===== config.mk =====
export PLATFORM = sky130hd
export DESIGN_NAME = nmi_arbiter_flat
export DESIGN_NICKNAME = d
export VERILOG_FILES = /design/src/rtl/nmi_arb_pkg.sv /design/src/rtl/nmi_arbiter_if.sv /design/src/rtl/nmi_arbiter_rr_pick.sv /design/src/rtl/nmi_arbiter.sv /design/src/flat_wrapper.sv
export SDC_FILE = /design/constraint.sdc
export NUM_CORES = 1
export LEC_CHECK = 0
export CAP_MARGIN = 10
export CORE_AREA = 2 2 120 122
export CTS_BUF_LIST = sky130_fd_sc_hd__clkbuf_8
export DETAILED_ROUTE_END_ITERATION = 16
export DIE_AREA = 0 0 122 124
export GPL_TIMING_DRIVEN = 0
export PLACE_DENSITY = 0.64
export SYNTH_ARGS = -nofsm -noshare
export SYNTH_HDL_FRONTEND = slang
export SYNTH_SLANG_ARGS = --single-unit

===== constraint.sdc =====
create_clock -name clk_i -period 5.3 [get_ports clk_i]
set_input_delay 1.06 -clock clk_i [delete_from_list [all_inputs] [get_ports clk_i]]
set_output_delay 1.06 -clock clk_i [all_outputs]
set_load 0.005 [all_outputs]

===== src/rtl/nmi_arb_pkg.sv =====
// Shared types and widths for the NMI round-robin arbiter.
package nmi_arb_pkg;

    localparam int unsigned NMI_AW = 32;
    localparam int unsigned NMI_DW = 32;
    localparam int unsigned NMI_SW = 4;

    localparam logic [NMI_DW-1:0] TIMEOUT_RDATA_DEF = 32'hDEAD_BEEF;

    typedef enum logic [0:0] {
        StIdle,
        StBusy
    } arb_state_e;

endpackage


===== src/rtl/nmi_arbiter_if.sv =====
// Bundle of master-side and bus-side NMI signals around the arbiter.
interface nmi_arbiter_if #(
    parameter int unsigned NUM_MST = 2
);
    import nmi_arb_pkg::*;

    logic [NUM_MST-1:0]             mst_valid_i;
    logic [NUM_MST-1:0][NMI_AW-1:0] mst_addr_i;
    logic [NUM_MST-1:0][NMI_DW-1:0] mst_wdata_i;
    logic [NUM_MST-1:0][NMI_SW-1:0] mst_wstrb_i;
    logic [NUM_MST-1:0][NMI_DW-1:0] mst_rdata_o;
    logic [NUM_MST-1:0]             mst_ready_o;
    logic                           slv_valid_o;
    logic [NMI_AW-1:0]              slv_addr_o;
    logic [NMI_DW-1:0]              slv_wdata_o;
    logic [NMI_SW-1:0]              slv_wstrb_o;
    logic [NMI_DW-1:0]              slv_rdata_i;
    logic                           slv_ready_i;
    logic [NUM_MST-1:0]             grant_o;
    logic                           timeout_o;

    // Arbiter view.
    modport slave (
        input  mst_valid_i, mst_addr_i, mst_wdata_i, mst_wstrb_i, slv_rdata_i, slv_ready_i,
        output mst_rdata_o, mst_ready_o, slv_valid_o, slv_addr_o, slv_wdata_o, slv_wstrb_o,
               grant_o, timeout_o
    );

    // Environment view: requesters plus the downstream bus.
    modport master (
        output mst_valid_i, mst_addr_i, mst_wdata_i, mst_wstrb_i, slv_rdata_i, slv_ready_i,
        input  mst_rdata_o, mst_ready_o, slv_valid_o, slv_addr_o, slv_wdata_o, slv_wstrb_o,
               grant_o, timeout_o
    );

endinterface


===== src/rtl/nmi_arbiter_rr_pick.sv =====
// Combinational round-robin selector: first requester at or after the pointer, with wrap.
module rr_pick #(
    parameter int unsigned NUM_MST = 2,
    parameter int unsigned PTR_W   = (NUM_MST > 1) ? $clog2(NUM_MST) : 1
) (
    input  logic [NUM_MST-1:0] i_req,
    input  logic [PTR_W-1:0]   i_ptr,
    output logic [NUM_MST-1:0] o_gnt,
    output logic [PTR_W-1:0]   o_idx
);

    int unsigned w_start;
    int unsigned w_cand;
    logic        w_found;

    always_comb begin
        // Pointer codes beyond the last master restart the search at 0.
        w_start = (32'(i_ptr) < NUM_MST) ? 32'(i_ptr) : 32'd0;
        w_cand  = 0;
        w_found = 1'b0;
        o_gnt   = '0;
        o_idx   = '0;
        for (int unsigned k = 0; k < NUM_MST; k++) begin
            w_cand = w_start + k;
            if (w_cand >= NUM_MST) begin
                w_cand = w_cand - NUM_MST;
            end
            if (!w_found && i_req[w_cand]) begin
                w_found       = 1'b1;
                o_gnt[w_cand] = 1'b1;
                o_idx         = PTR_W'(w_cand);
            end
        end
    end

endmodule


===== src/rtl/nmi_arbiter.sv =====
// Round-robin NMI arbiter with transaction lock and watchdog error response.
module nmi_arbiter
    import nmi_arb_pkg::*;
#(
    parameter int unsigned       NUM_MST       = 2,
    parameter int unsigned       TIMEOUT_CYC   = 1024,
    parameter logic [NMI_DW-1:0] TIMEOUT_RDATA = TIMEOUT_RDATA_DEF
) (
    input logic          clk_i,
    input logic          rst_n_i,
    nmi_arbiter_if.slave bus
);

    localparam int unsigned PTR_W = (NUM_MST > 1) ? $clog2(NUM_MST) : 1;
    localparam int unsigned CNT_W = (TIMEOUT_CYC > 0) ? $clog2(TIMEOUT_CYC + 1) : 1;

    arb_state_e         r_state, w_state_d;
    logic [NUM_MST-1:0] r_grant, w_grant_d;
    logic [PTR_W-1:0]   r_idx, w_idx_d;
    logic [PTR_W-1:0]   r_ptr, w_ptr_d;
    logic [CNT_W-1:0]   r_cnt, w_cnt_d;

    logic [NUM_MST-1:0]             w_pick_gnt;
    logic [PTR_W-1:0]               w_pick_idx;
    logic [PTR_W-1:0]               w_ptr_next;
    logic [NUM_MST-1:0]             w_mst_ready;
    logic [NUM_MST-1:0][NMI_DW-1:0] w_mst_rdata;
    logic                           w_slv_valid;
    logic                           w_timeout;
    logic                           w_expired;

    rr_pick #(
        .NUM_MST (NUM_MST),
        .PTR_W   (PTR_W)
    ) u_rr_pick (
        .i_req (bus.mst_valid_i),
        .i_ptr (r_ptr),
        .o_gnt (w_pick_gnt),
        .o_idx (w_pick_idx)
    );

    assign w_ptr_next = (32'(r_idx) == NUM_MST - 1) ? '0 : r_idx + 1'b1;
    assign w_expired  = (TIMEOUT_CYC > 0) && (32'(r_cnt) == TIMEOUT_CYC - 1);

    always_comb begin
        w_state_d   = r_state;
        w_grant_d   = r_grant;
        w_idx_d     = r_idx;
        w_ptr_d     = r_ptr;
        w_cnt_d     = r_cnt;
        w_slv_valid = 1'b0;
        w_mst_ready = '0;
        w_mst_rdata = '0;
        w_timeout   = 1'b0;
        unique case (r_state)
            StIdle: begin
                if (|bus.mst_valid_i) begin
                    w_state_d = StBusy;
                    w_grant_d = w_pick_gnt;
                    w_idx_d   = w_pick_idx;
                    w_cnt_d   = '0;
                end
            end
            StBusy: begin
                w_slv_valid = 1'b1;
                if (!bus.mst_valid_i[r_idx]) begin
                    // Requester withdrew mid-transaction: abandon it silently.
                    w_state_d = StIdle;
                    w_grant_d = '0;
                    w_ptr_d   = w_ptr_next;
                end else if (bus.slv_ready_i) begin
                    w_mst_ready[r_idx] = 1'b1;
                    w_mst_rdata[r_idx] = bus.slv_rdata_i;
                    w_state_d          = StIdle;
                    w_grant_d          = '0;
                    w_ptr_d            = w_ptr_next;
                end else if (w_expired) begin
                    w_mst_ready[r_idx] = 1'b1;
                    w_mst_rdata[r_idx] = TIMEOUT_RDATA;
                    w_timeout          = 1'b1;
                    w_state_d          = StIdle;
                    w_grant_d          = '0;
                    w_ptr_d            = w_ptr_next;
                end else if (r_cnt != {CNT_W{1'b1}}) begin
                    w_cnt_d = r_cnt + 1'b1;
                end
            end
            default: begin
                w_state_d = StIdle;
                w_grant_d = '0;
            end
        endcase
    end

    always_ff @(posedge clk_i or negedge rst_n_i) begin
        if (!rst_n_i) begin
            r_state <= StIdle;
            r_grant <= '0;
            r_idx   <= '0;
            r_ptr   <= '0;
            r_cnt   <= '0;
        end else begin
            r_state <= w_state_d;
            r_grant <= w_grant_d;
            r_idx   <= w_idx_d;
            r_ptr   <= w_ptr_d;
            r_cnt   <= w_cnt_d;
        end
    end

    assign bus.grant_o     = r_grant;
    assign bus.slv_valid_o = w_slv_valid;
    assign bus.slv_addr_o  = w_slv_valid ? bus.mst_addr_i[r_idx]  : '0;
    assign bus.slv_wdata_o = w_slv_valid ? bus.mst_wdata_i[r_idx] : '0;
    assign bus.slv_wstrb_o = w_slv_valid ? bus.mst_wstrb_i[r_idx] : '0;
    assign bus.mst_ready_o = w_mst_ready;
    assign bus.mst_rdata_o = w_mst_rdata;
    assign bus.timeout_o   = w_timeout;

endmodule


===== src/flat_wrapper.sv =====
// flat-port wrapper written by rule: the top's interface ports become plain ports
module nmi_arbiter_flat import nmi_arb_pkg::*;
#(
    parameter int unsigned       NUM_MST       = 2,
    parameter int unsigned       TIMEOUT_CYC   = 1024,
    parameter logic [NMI_DW-1:0] TIMEOUT_RDATA = TIMEOUT_RDATA_DEF
)
  (clk_i, rst_n_i, bus_mst_valid_i, bus_mst_addr_i, bus_mst_wdata_i, bus_mst_wstrb_i, bus_slv_rdata_i, bus_slv_ready_i, bus_mst_rdata_o, bus_mst_ready_o, bus_slv_valid_o, bus_slv_addr_o, bus_slv_wdata_o, bus_slv_wstrb_o, bus_grant_o, bus_timeout_o);
  nmi_arbiter_if #(.NUM_MST(NUM_MST)) bus_i ();
  input logic clk_i;
  input logic rst_n_i;
  input wire logic [$bits(bus_i.mst_valid_i)-1:0] bus_mst_valid_i;
  input wire logic [$bits(bus_i.mst_addr_i)-1:0] bus_mst_addr_i;
  input wire logic [$bits(bus_i.mst_wdata_i)-1:0] bus_mst_wdata_i;
  input wire logic [$bits(bus_i.mst_wstrb_i)-1:0] bus_mst_wstrb_i;
  input wire logic [$bits(bus_i.slv_rdata_i)-1:0] bus_slv_rdata_i;
  input wire logic [$bits(bus_i.slv_ready_i)-1:0] bus_slv_ready_i;
  output wire logic [$bits(bus_i.mst_rdata_o)-1:0] bus_mst_rdata_o;
  output wire logic [$bits(bus_i.mst_ready_o)-1:0] bus_mst_ready_o;
  output wire logic [$bits(bus_i.slv_valid_o)-1:0] bus_slv_valid_o;
  output wire logic [$bits(bus_i.slv_addr_o)-1:0] bus_slv_addr_o;
  output wire logic [$bits(bus_i.slv_wdata_o)-1:0] bus_slv_wdata_o;
  output wire logic [$bits(bus_i.slv_wstrb_o)-1:0] bus_slv_wstrb_o;
  output wire logic [$bits(bus_i.grant_o)-1:0] bus_grant_o;
  output wire logic [$bits(bus_i.timeout_o)-1:0] bus_timeout_o;
  assign bus_i.mst_valid_i = bus_mst_valid_i;
  assign bus_i.mst_addr_i = bus_mst_addr_i;
  assign bus_i.mst_wdata_i = bus_mst_wdata_i;
  assign bus_i.mst_wstrb_i = bus_mst_wstrb_i;
  assign bus_i.slv_rdata_i = bus_slv_rdata_i;
  assign bus_i.slv_ready_i = bus_slv_ready_i;
  assign bus_mst_rdata_o = bus_i.mst_rdata_o;
  assign bus_mst_ready_o = bus_i.mst_ready_o;
  assign bus_slv_valid_o = bus_i.slv_valid_o;
  assign bus_slv_addr_o = bus_i.slv_addr_o;
  assign bus_slv_wdata_o = bus_i.slv_wdata_o;
  assign bus_slv_wstrb_o = bus_i.slv_wstrb_o;
  assign bus_grant_o = bus_i.grant_o;
  assign bus_timeout_o = bus_i.timeout_o;
  nmi_arbiter #(.NUM_MST(NUM_MST), .TIMEOUT_CYC(TIMEOUT_CYC), .TIMEOUT_RDATA(TIMEOUT_RDATA)) u_core (.clk_i(clk_i), .rst_n_i(rst_n_i), .bus(bus_i));
endmodule

==> impl_results.md <==
* CP endpoint kind: output port
* TritonCTS clock tree: yes
* Final Max Slew Viols at 0
* Critical Path Source Type: input port
* Flops & latches, synth at 16
* Vias per inst at 4.330
* Pleak at 2.426 nW
* Clk Latency, worst-skew pair at 0.25 ns
* Post-cts repair resize count at 0
* Routed len/inst at 15.80 um
* Vias post-DR at 3,685
* Largest net degree at the start of global routing at 17
* Delay-heaviest family, CP: buffers and inverters
* Setup CP Type: input port to output port
* Setup Skew at 0.005413 ns
* Vias in the first global route at 3,625
* Final Cell Area at 5734 um^2
* Ports at 311
* Buf+Inv Stages, Crit Path at 3
* Die Area at 15,130 um^2
* CP max stage delay at 0.58 ns
* GP Congestion at 0.8249
* Cell count after synthesis at 359
* Hold_buf cts at 0
* CP required at 4.24 ns
* Die Ht at 124 um
* IO buf count at 309
* Slew @ Worst Pin at 0.7647 ns
* Status: finished clean
* Crit path time final at 4.099 ns
* Crit path cell chain: clkdlybuf4s50_1 > inv_1 > nor2_1 > nand2_1 > nor2_1 > clkdlybuf4s50_1
* Max Cap Viol at 0
* # setup viols final at 0
* Standard-cell rows at 43
* Clk slew on worst S/H paths at 0.07 ns
* Most common cell after layout, fill and taps aside: clkdlybuf4s50_1
* Post-synth cell types at 37
* Drt pass-1 iters at 4
* Mapped cell area at 2375 um^2
* Final HPWL DP at 11,630 um
* H-Tree Level Count at 1
* Crit-path slowest cell: clkdlybuf4s50_1
* Setup bufs post-CTS at 0
* Ys Warns at 0
* VDD IR max at 0.09760 mV
* Die X at 122 um
* CTS sink cnt at 16
* # diodes at 0
* Crit Path Max Fanout at 8
* CORE AREA at 13,720 um^2
* Setup repair after global routing missed its margin: false
* Inserted Clock Buffers at 3
* Register area share after synthesis at 16.86%
* Share of post-route cells with drive strength above 1 at 3.428%
* Post-Synthesis Net Count at 533
* Post-route ant nets at 0
* Drt drc at 0
* Final WL at 13,450 um
* Area Overhead vs Synth at 141.5%
* Clk root buf: clkbuf_8
* Fmax at 0.2440 GHz
* HP Class: register to register
* Commonest cells after routing, fill and taps aside: clkdlybuf4s50_1, nor2_1, mux2i_1
* Initial antenna violation count at 0
* TNS Setup at 0 ns
* First-pass GRT wire length at 18,980 um
* Starting density of the core at 17.31%
* Syn_area_per_cell at 6.615 um^2
* GR Overflow Total at 0
* Final-report hold violation count at 0
* Post-DP Area at 5693 um^2
* Worst rel slew slack at 48.86%
* Nets at 847
* Period utilization at 77.33%
* DRT iter0 DRCs at 138
* Arrival time at the worst endpoint at 3.04 ns
* Clk buf depth at 2
* Gr usage total at 15.93%
* # fillers at 1,417
* Cell Pwr Density at 235.0 nW/um^2
## final cells by class
cell class / instances / area [um^2] / area share, %
Inverter: 8 / 30.03 / 0.5237
Buffer: 25 / 122.6 / 2.138
Multi-Input combinational cell: 310 / 1822 / 31.77
Tap cell: 180 / 225.2 / 3.928
Clock buffer: 3 / 41.29 / 0.7201
Timing Repair Buffer: 309 / 3093 / 53.94
Sequential cell: 16 / 400.4 / 6.982
## report_power, final
part	switching [mW]	internal, mW
clock network	0.0443	0.0505
logic	0.476	0.614
registers	0.0214	0.141
## path summary, 6_finish.rpt
path                       slack, ns          startpoint             endpoint  cells past startpoint
max                             1.20  bus_mst_valid_i[0]  bus_mst_rdata_o[17]                      6
min                             0.52     u_core.r_cnt[5]      u_core.r_cnt[5]                      1
max reg2reg                     3.42     u_core.r_cnt[0]         u_core.r_ptr                      5
min reg2reg                     0.52     u_core.r_cnt[5]      u_core.r_cnt[5]                      1
max in group asynchronous       3.56             rst_n_i         u_core.r_ptr                      1
min in group asynchronous       1.25             rst_n_i      u_core.r_cnt[8]                      1
## synthesized netlist by cell type (all sizes together)
| cell type | n | area, um^2 |
|---|---|---|
| buf | 13 | 77.57 |
| and4b | 1 | 10.01 |
| nand2 | 19 | 71.32 |
| nor2 | 162 | 608.1 |
| nand3 | 7 | 52.55 |
| a22oi | 1 | 7.510 |
| nor3 | 2 | 10.01 |
| and2 | 1 | 6.260 |
| and3b | 1 | 8.760 |
| mux2i | 74 | 740.7 |
| o41ai | 1 | 27.53 |
| nand4 | 7 | 58.81 |
| a21boi | 1 | 7.510 |
| ha | 1 | 12.51 |
| nand2b | 2 | 12.51 |
| or3 | 1 | 6.260 |
| o221a | 1 | 11.26 |
| o2bb2ai | 1 | 8.760 |
| o21ai | 7 | 35.03 |
| inv | 8 | 30.03 |
| nor3b | 2 | 15.01 |
| a21o | 1 | 7.510 |
| a21oi | 8 | 40.04 |
| nor4b | 1 | 8.760 |
| a31oi | 1 | 6.260 |
| and3 | 3 | 18.77 |
| clkbuf | 12 | 45.04 |
| a2bb2oi | 1 | 8.760 |
| dfrtp | 16 | 400.4 |
| o31ai | 1 | 7.510 |
| or4 | 1 | 7.510 |
| or2 | 1 | 6.260 |
## through the flow
step	utilization, %	std cells	total power, mW	hold WS, ns	setup WS [ns]
finish	41.80	851	1.348	0.5192	1.201
floorplan	-	359	0.6489	0.4708	2.382
global route	41.80	851	1.446	0.5354	1.109
CTS	41.80	851	1.368	0.5167	1.217
detailed placement	41.50	848	1.271	0.5024	1.217
global placement	41.50	848	1.256	0.4935	1.213
## flip-flops by register name (all words and copies together), names as in the netlist
name / flops
u_core.bus.grant_o: 2
u_core.r_ptr: 1
u_core.r_cnt: 11
u_core.r_state: 1
u_core.r_idx: 1
## cell families after synthesis
kind of cell,count (synthesis),share of synthesized area (%)
fa+ha+maj,1,0.5268
buf+inv,33,6.428
flops,16,16.86
mux,74,31.19
simple gates,211,37.94
compound gates,24,7.061
## per-layer routing
layer	track usage, %	wire length, um	vias to the layer above
li1	-	-	1822
met1	16.80	4691	1676
met2	31.74	7497	172
met3	3.984	1095	15
met4	3.161	164	0
met5	0	0	-
Power figures use the tool's default switching activity.
